### src/rtl/priority_encoder83_ls148_pkg.sv
// Shared constants and the output bundle type for the 74LS148-style 8-to-3 priority encoder.
package priority_encoder83_ls148_pkg;

  localparam int NUM_LINES = 8;
  localparam int IDX_W     = 3;

  localparam logic [IDX_W-1:0] IDLE_A_N = 3'b111;

  typedef struct packed {
    logic [IDX_W-1:0] a_n;
    logic             gs_n;
    logic             eo_n;
  } ls148_out_t;

  localparam ls148_out_t DISABLED_OUT = '{a_n: IDLE_A_N, gs_n: 1'b1, eo_n: 1'b1};

endpackage

### src/rtl/priority_encoder83_ls148_ls148_core.sv
// Purely combinational 74LS148 function: the highest-index active-low request wins.
module ls148_core
  import priority_encoder83_ls148_pkg::*;
(
  input  logic                 ei_n_i,
  input  logic [NUM_LINES-1:0] in_n_i,
  output logic [IDX_W-1:0]     a_n_o,
  output logic                 gs_n_o,
  output logic                 eo_n_o
);

  logic [IDX_W-1:0] idx;
  logic             any_req;

  always_comb begin
    idx     = '0;
    any_req = 1'b1;
    casez (in_n_i)
      8'b0???????: idx = 3'd7;
      8'b10??????: idx = 3'd6;
      8'b110?????: idx = 3'd5;
      8'b1110????: idx = 3'd4;
      8'b11110???: idx = 3'd3;
      8'b111110??: idx = 3'd2;
      8'b1111110?: idx = 3'd1;
      8'b11111110: idx = 3'd0;
      default:     any_req = 1'b0;
    endcase
  end

  always_comb begin
    a_n_o  = IDLE_A_N;
    gs_n_o = 1'b1;
    eo_n_o = 1'b1;
    if (!ei_n_i) begin
      if (any_req) begin
        a_n_o  = ~idx;
        gs_n_o = 1'b0;
      end else begin
        // Enabled with nothing pending: hand priority down the cascade.
        eo_n_o = 1'b0;
      end
    end
  end

endmodule

### src/rtl/priority_encoder83_ls148.sv
// Cascadable 8-to-3 priority encoder, optionally registered with synchronous reset.
module priority_encoder83_ls148
  import priority_encoder83_ls148_pkg::*;
#(
  parameter bit REG_OUT = 1'b1
) (
  input  logic                 clk,
  input  logic                 rst,
  input  logic                 ei_n,
  input  logic [NUM_LINES-1:0] in_n,
  output logic [IDX_W-1:0]     a_n,
  output logic                 gs_n,
  output logic                 eo_n
);

  ls148_out_t out_d;

  ls148_core u_core (
    .ei_n_i (ei_n),
    .in_n_i (in_n),
    .a_n_o  (out_d.a_n),
    .gs_n_o (out_d.gs_n),
    .eo_n_o (out_d.eo_n)
  );

  if (REG_OUT) begin : g_reg
    ls148_out_t out_q;

    always_ff @(posedge clk) begin
      if (rst) out_q <= DISABLED_OUT;
      else     out_q <= out_d;
    end

    assign a_n  = out_q.a_n;
    assign gs_n = out_q.gs_n;
    assign eo_n = out_q.eo_n;
  end else begin : g_comb
    assign a_n  = out_d.a_n;
    assign gs_n = out_d.gs_n;
    assign eo_n = out_d.eo_n;
  end

endmodule

### config.mk
export PLATFORM = sky130hd
export DESIGN_NAME = priority_encoder83_ls148
export DESIGN_NICKNAME = d
export VERILOG_FILES = /design/src/rtl/priority_encoder83_ls148_pkg.sv /design/src/rtl/priority_encoder83_ls148_ls148_core.sv /design/src/rtl/priority_encoder83_ls148.sv
export SDC_FILE = /design/constraint.sdc
export NUM_CORES = 1
export LEC_CHECK = 0
export CORE_AREA = 4 4 41 43
export CTS_BUF_LIST = sky130_fd_sc_hd__clkbuf_16
export CTS_CLUSTER_DIAMETER = 120
export DETAILED_ROUTE_END_ITERATION = 10
export DIE_AREA = 0 0 45 47
export RECOVER_POWER = 100
export SLEW_MARGIN = 20
export SYNTH_ARGS = -nofsm -noshare
export SYNTH_HDL_FRONTEND = slang
export SYNTH_SLANG_ARGS = --single-unit
### constraint.sdc
create_clock -name clk -period 0.9 [get_ports clk]
set_input_delay 0.09 -clock clk [delete_from_list [all_inputs] [get_ports clk]]
set_output_delay 0.09 -clock clk [all_outputs]
set_load 0.005 [all_outputs]
* Word level (Yosys, flattened, before mapping)
Index checks and enable logic that the tools add are counted.
Operators by class: shift-type cells 0, divide/modulo/power cells 0, $lt $le $gt $ge 0, bitwise operators 3, add/subtract/negate cells 0, equality and inequality tests 7, multipliers 0, multiplexer cells 4, reduce and logical (&&, ||, !) cells 3
Operator list (number):
- 3-bit one-hot mux with 7 select lines | 1
- 8-bit equality test (second input constant) | 1
- 8-bit OR reduction | 1
- 7-bit equality test (second input constant) | 1
- 6-bit equality test (second input constant) | 1
- 5-bit equality test (second input constant) | 1
- 4-bit equality test (second input constant) | 1
- 3-bit equality test (second input constant) | 1
- 1-bit two-way mux | 3
- 3-bit NOT | 1
- 3-bit OR reduction | 1
- 2-bit equality test (second input constant) | 1
- 1-bit NOT | 2
- 2-bit OR reduction | 1
Word-level totals: register bits 5, memories kept 0, input bits 11, RAM bits 0, latch bits 0, output and inout bits 5, logic and storage cells 20, memory bits (read-only) 0

* Logic depth before layout (Yosys ltp)
depth in word-level cells 5, mapped depth 3, mapped depth without buffers 3

* Cells and area by module
From an unflattened synthesis, not the netlist that was laid out.
Unflattened totals: cell total of the unflattened synthesis 24, area, all modules 229.0 µm²
Modules (own cells, without submodules):
- priority_encoder83_ls148 | sequential area each 100.1 µm², area an instance 131.4 µm², instances 1, cells each 10
- ls148_core | sequential area each 0.0 µm², area an instance 97.6 µm², instances 1, cells each 14

* Worst setup path before layout
Ideal clock, no wire load.
path type input to register, start point in in_n[5], end point reg g_reg.out_q, in the netlist eo_n, setup time 0.127 ns, arrival time 0.680 ns, stages on the path 3, data required time 0.773 ns, path slack 0.093 ns, path buffers 0, cells stage by stage nand4_2 > nand4b_4 > or3_1
Between the ends: cells in the longest elaborated chain, start to end 4, elaborated cells on any way between the ends 9, classes of those cells 6 x eq/ne; 2 x mux; 1 x reduce/logical
RTL lines:
- start, declared | line priority_encoder83_ls148.sv:10 | input logic [NUM_LINES-1:0] in_n,
- 8-bit equality test, or another cell as far along | line priority_encoder83_ls148_ls148_core.sv:18 | casez (in_n_i)
- 8-bit OR reduction (no source line) (*)
- 1-bit two-way mux (*) | line priority_encoder83_ls148_ls148_core.sv:18
- 1-bit two-way mux (*) | line priority_encoder83_ls148_ls148_core.sv:36 | if (any_req) begin
- end signal, assigned | line priority_encoder83_ls148.sv:31 | else out_q <= out_d;
- end, declared | line priority_encoder83_ls148.sv:27 | ls148_out_t out_q;
Mark *: on every way between the ends. The rest lies on a longest branch, timed or not. A chain may end at the register's enable or synchronous reset.

* Final worst setup path
start point reg g_reg.out_q, in the netlist a_n[1], end point out a_n[1]
RTL lines:
- end, declared | line priority_encoder83_ls148.sv:11 | output logic [IDX_W-1:0] a_n,
No word-level cell between the ends.

==> flow_metrics.env <==
export IMPL_vias=252
export IMPL_syn2layout_area_growth_pct=125.6
export IMPL_p_per_area_nw_per_um2=2057
export IMPL_crit_path_start="a_n[1]$_SDFF_PP1_"
export IMPL_synthCells=22
export IMPL_gp_congestion=0.6666
export IMPL_htree_num_levels=1
export IMPL_critPathTopFamily="flip-flops"
export IMPL_met1_length_um=215
export IMPL_setup_viol=0
export IMPL_synth_area_top_cells="dfxtp_1 44%, nand4b_4 11%, nand2_1 6.7%, nand4_2 5.6%, nand4b_1 3.9%"
export IMPL_hpwl_um=490.4
export IMPL_required_ns=0.81
export IMPL_met2_length_um=287
export IMPL_nNetsFinal=59
export IMPL_critPathBufInv=1
export IMPL_drtPass1Iterations=2
export IMPL_synth_seq_area_share_pct=44.44
export IMPL_yosysUniqueCellTypes=15
export IMPL_critPathMaxFanout=1
export IMPL_cp_depth=1
export IMPL_syn_area_per_cell_um2=10.24
export IMPL_ys_ff_latch=5
export IMPL_start_util_pct=17.31
export IMPL_min_path_type="in -> reg"
export IMPL_cts_tree="built"
export IMPL_yosys_area_top_type="dfxtp_1"
export IMPL_dp_cells=57
export IMPL_grt_max_degree=5
export IMPL_ant_nets=0
export IMPL_drtIter0Drc=1
export IMPL_port_buffers=15
export IMPL_wl_per_cell_um=9.226
export IMPL_ys_warn_count=0
export IMPL_maxSlewViolCount=0
export IMPL_fin_crit_ns=0.8475
export IMPL_crit_arrival_ns=0.76
export IMPL_period_share_pct=94.16
export IMPL_grt_total_usage_pct=6.161
export IMPL_worstHoldPathCells=4
export IMPL_syn_nets=33
export IMPL_fin_util_pct=39.04
export IMPL_die_h_um=47
export IMPL_maxSlewHeadroom_pct=83.41
export IMPL_cts_clk_slew_worst_paths_ns=0.03
export IMPL_critPathKind="reg -> out"
export IMPL_synth_top_family_by_area="simple AND/OR/NAND/NOR gates"
export IMPL_drcViolationCount=0
export IMPL_ir_worst_vdd_uv=616.9
export IMPL_power_leakage_nw=0.2373
export IMPL_synthXorXnorAreaFrac_pct=0
export IMPL_antenna_cells=0
export IMPL_max_freq_ghz=1.180
export IMPL_stdcell_area_um2=508.0
export IMPL_drive_gt1_share_pct=31.91
export IMPL_top_layer_used="met4"
export IMPL_synth_top_area_share_pct=44.44
export IMPL_ios=16
export IMPL_hold_path_startpoint="in_n[1]"
export IMPL_muxShareOfSynthArea_pct=0
export IMPL_status="finished, final reports clean"
export IMPL_post_dp_cell_area_um2=431.7
export IMPL_antenna_found_initial=0
export IMPL_synth_fa_ha_area_share_pct=0
export IMPL_nFillCells=162
export IMPL_synth_simple_area_share_pct=42.78
export IMPL_grt_pass1_wl_um=841
export IMPL_cts_root_buf="clkbuf_16"
export IMPL_numCtsBuffers=3
export IMPL_place_ws_ns=-0.4612
export IMPL_rows=13
export IMPL_cp_cell_sequence="dlygate4sd2_1"
export IMPL_worstMarginPinSlew_ns=0.2480
export IMPL_drt_wl_total_um=572
export IMPL_final_setup_worst_slack_ns=0.05254
export IMPL_met3_length_um=61
export IMPL_maxCapViolations=0
export IMPL_cts_hold_buf=0
export IMPL_clockBufferDepth=2
export IMPL_core_area_um2=1301
export IMPL_hold_viol=0
export IMPL_fin_cells=62
export IMPL_overflow=0
export IMPL_viasPerCell=4.065
export IMPL_synth_compound_area_share_pct=12.78
export IMPL_worst_setup_path_end_kind="output pin"
export IMPL_finalPower_mw=1.045
export IMPL_grt_pass1_vias=230
export IMPL_die_w_um=45
export IMPL_clock_sinks=5
export IMPL_hold_path_end="gs_n$_SDFF_PP1_"
export IMPL_start_kind="register"
export IMPL_dieArea_um2=2115
export IMPL_cpPeakStageDelay_ns=0.28
export IMPL_synth_area_um2=225.2
export IMPL_crit_slowest_cell="dfxtp_1"
## registers in the layout (all words and copies together), names as in the netlist
| name | count |
|---|---|
| gs_n | 1 |
| eo_n | 1 |
| a_n | 3 |
## how the worst max path moves through the flow
stage	endpoint
2_1_floorplan	eo_n$_SDFF_PP1_
3_3_place_gp	eo_n$_SDFF_PP1_
3_5_place_dp	eo_n$_SDFF_PP1_
4_1_cts	eo_n$_SDFF_PP1_
5_1_grt	eo_n$_SDFF_PP1_
6_report	a_n[1]
## timing repair
item	4_1_cts	5_1_grt
gates resized for setup	16	6
endpoints found under the setup margin	9	1
setup buffers	0	1
pin swaps	2	3
## cell families (layout without fill, tap and decap cells)
group	Yosys count	after routing
simple gates	13	13
flops	5	5
compound gates	4	4
buf+inv	0	25
## metrics by stage
stage	TNS, ns	hold WS [ns]
floorplan	0	0.1923
global placement	-1.571	0.6983
detailed placement	-1.679	0.6931
CTS	-0.08221	0.3613
global route	-0.0007944	0.2819
finish	0	0.2362
## Yosys cell counts
library cell	number
nand2b_1	1
or2b_1	1
nand2_1	4
o211ai_1	1
nand3_1	1
nand4b_4	1
dfxtp_1	5
o21ai_0	1
and2_2	1
nor2_1	1
o221ai_1	1
nand4_2	1
or3_1	1
nand4b_1	1
a21boi_0	1
## placed cells by master, fill, tap and decap left out, types with 2 or more instances in the layout
cell type / Yosys / final
clkbuf_16: 0 / 3
dlygate4sd2_1: 0 / 9
nand2_1: 4 / 4
clkbuf_2: 0 / 2
dfxtp_1: 5 / 5
clkdlybuf4s50_1: 0 / 2
buf_4: 0 / 6
## metal layers
layer  up-vias  track usage (%)
met2        10            9.322
met1       109            5.455
met4         0            7.018
met3         2            3.448
li1        131                -
met5         -                0
## tightest hold or removal path, delay by kind of cell
| kind | cells | cell delay, ns |
|---|---|---|
| buffers and inverters | 1 | 0.12 |
| and+or+nand+nor | 3 | 0.19 |
## where the power goes
part	total, mW	internal [mW]	switching, mW
sequential	0.235	0.233	0.00163
clock	0.703	0.574	0.129
combinational	0.107	0.0663	0.0409
## area by class of cell
cell class	count	area (um^2)	area share [%]
Clock buffer	3	75.07	14.78
Multi-Input combinational cell	17	133.9	26.35
Clock inverter	1	3.754	0.7389
Timing Repair Buffer	21	176.4	34.73
Tap cell	15	18.77	3.695
Sequential cell	5	100.1	19.70
(Power assumes the default switching activity.)
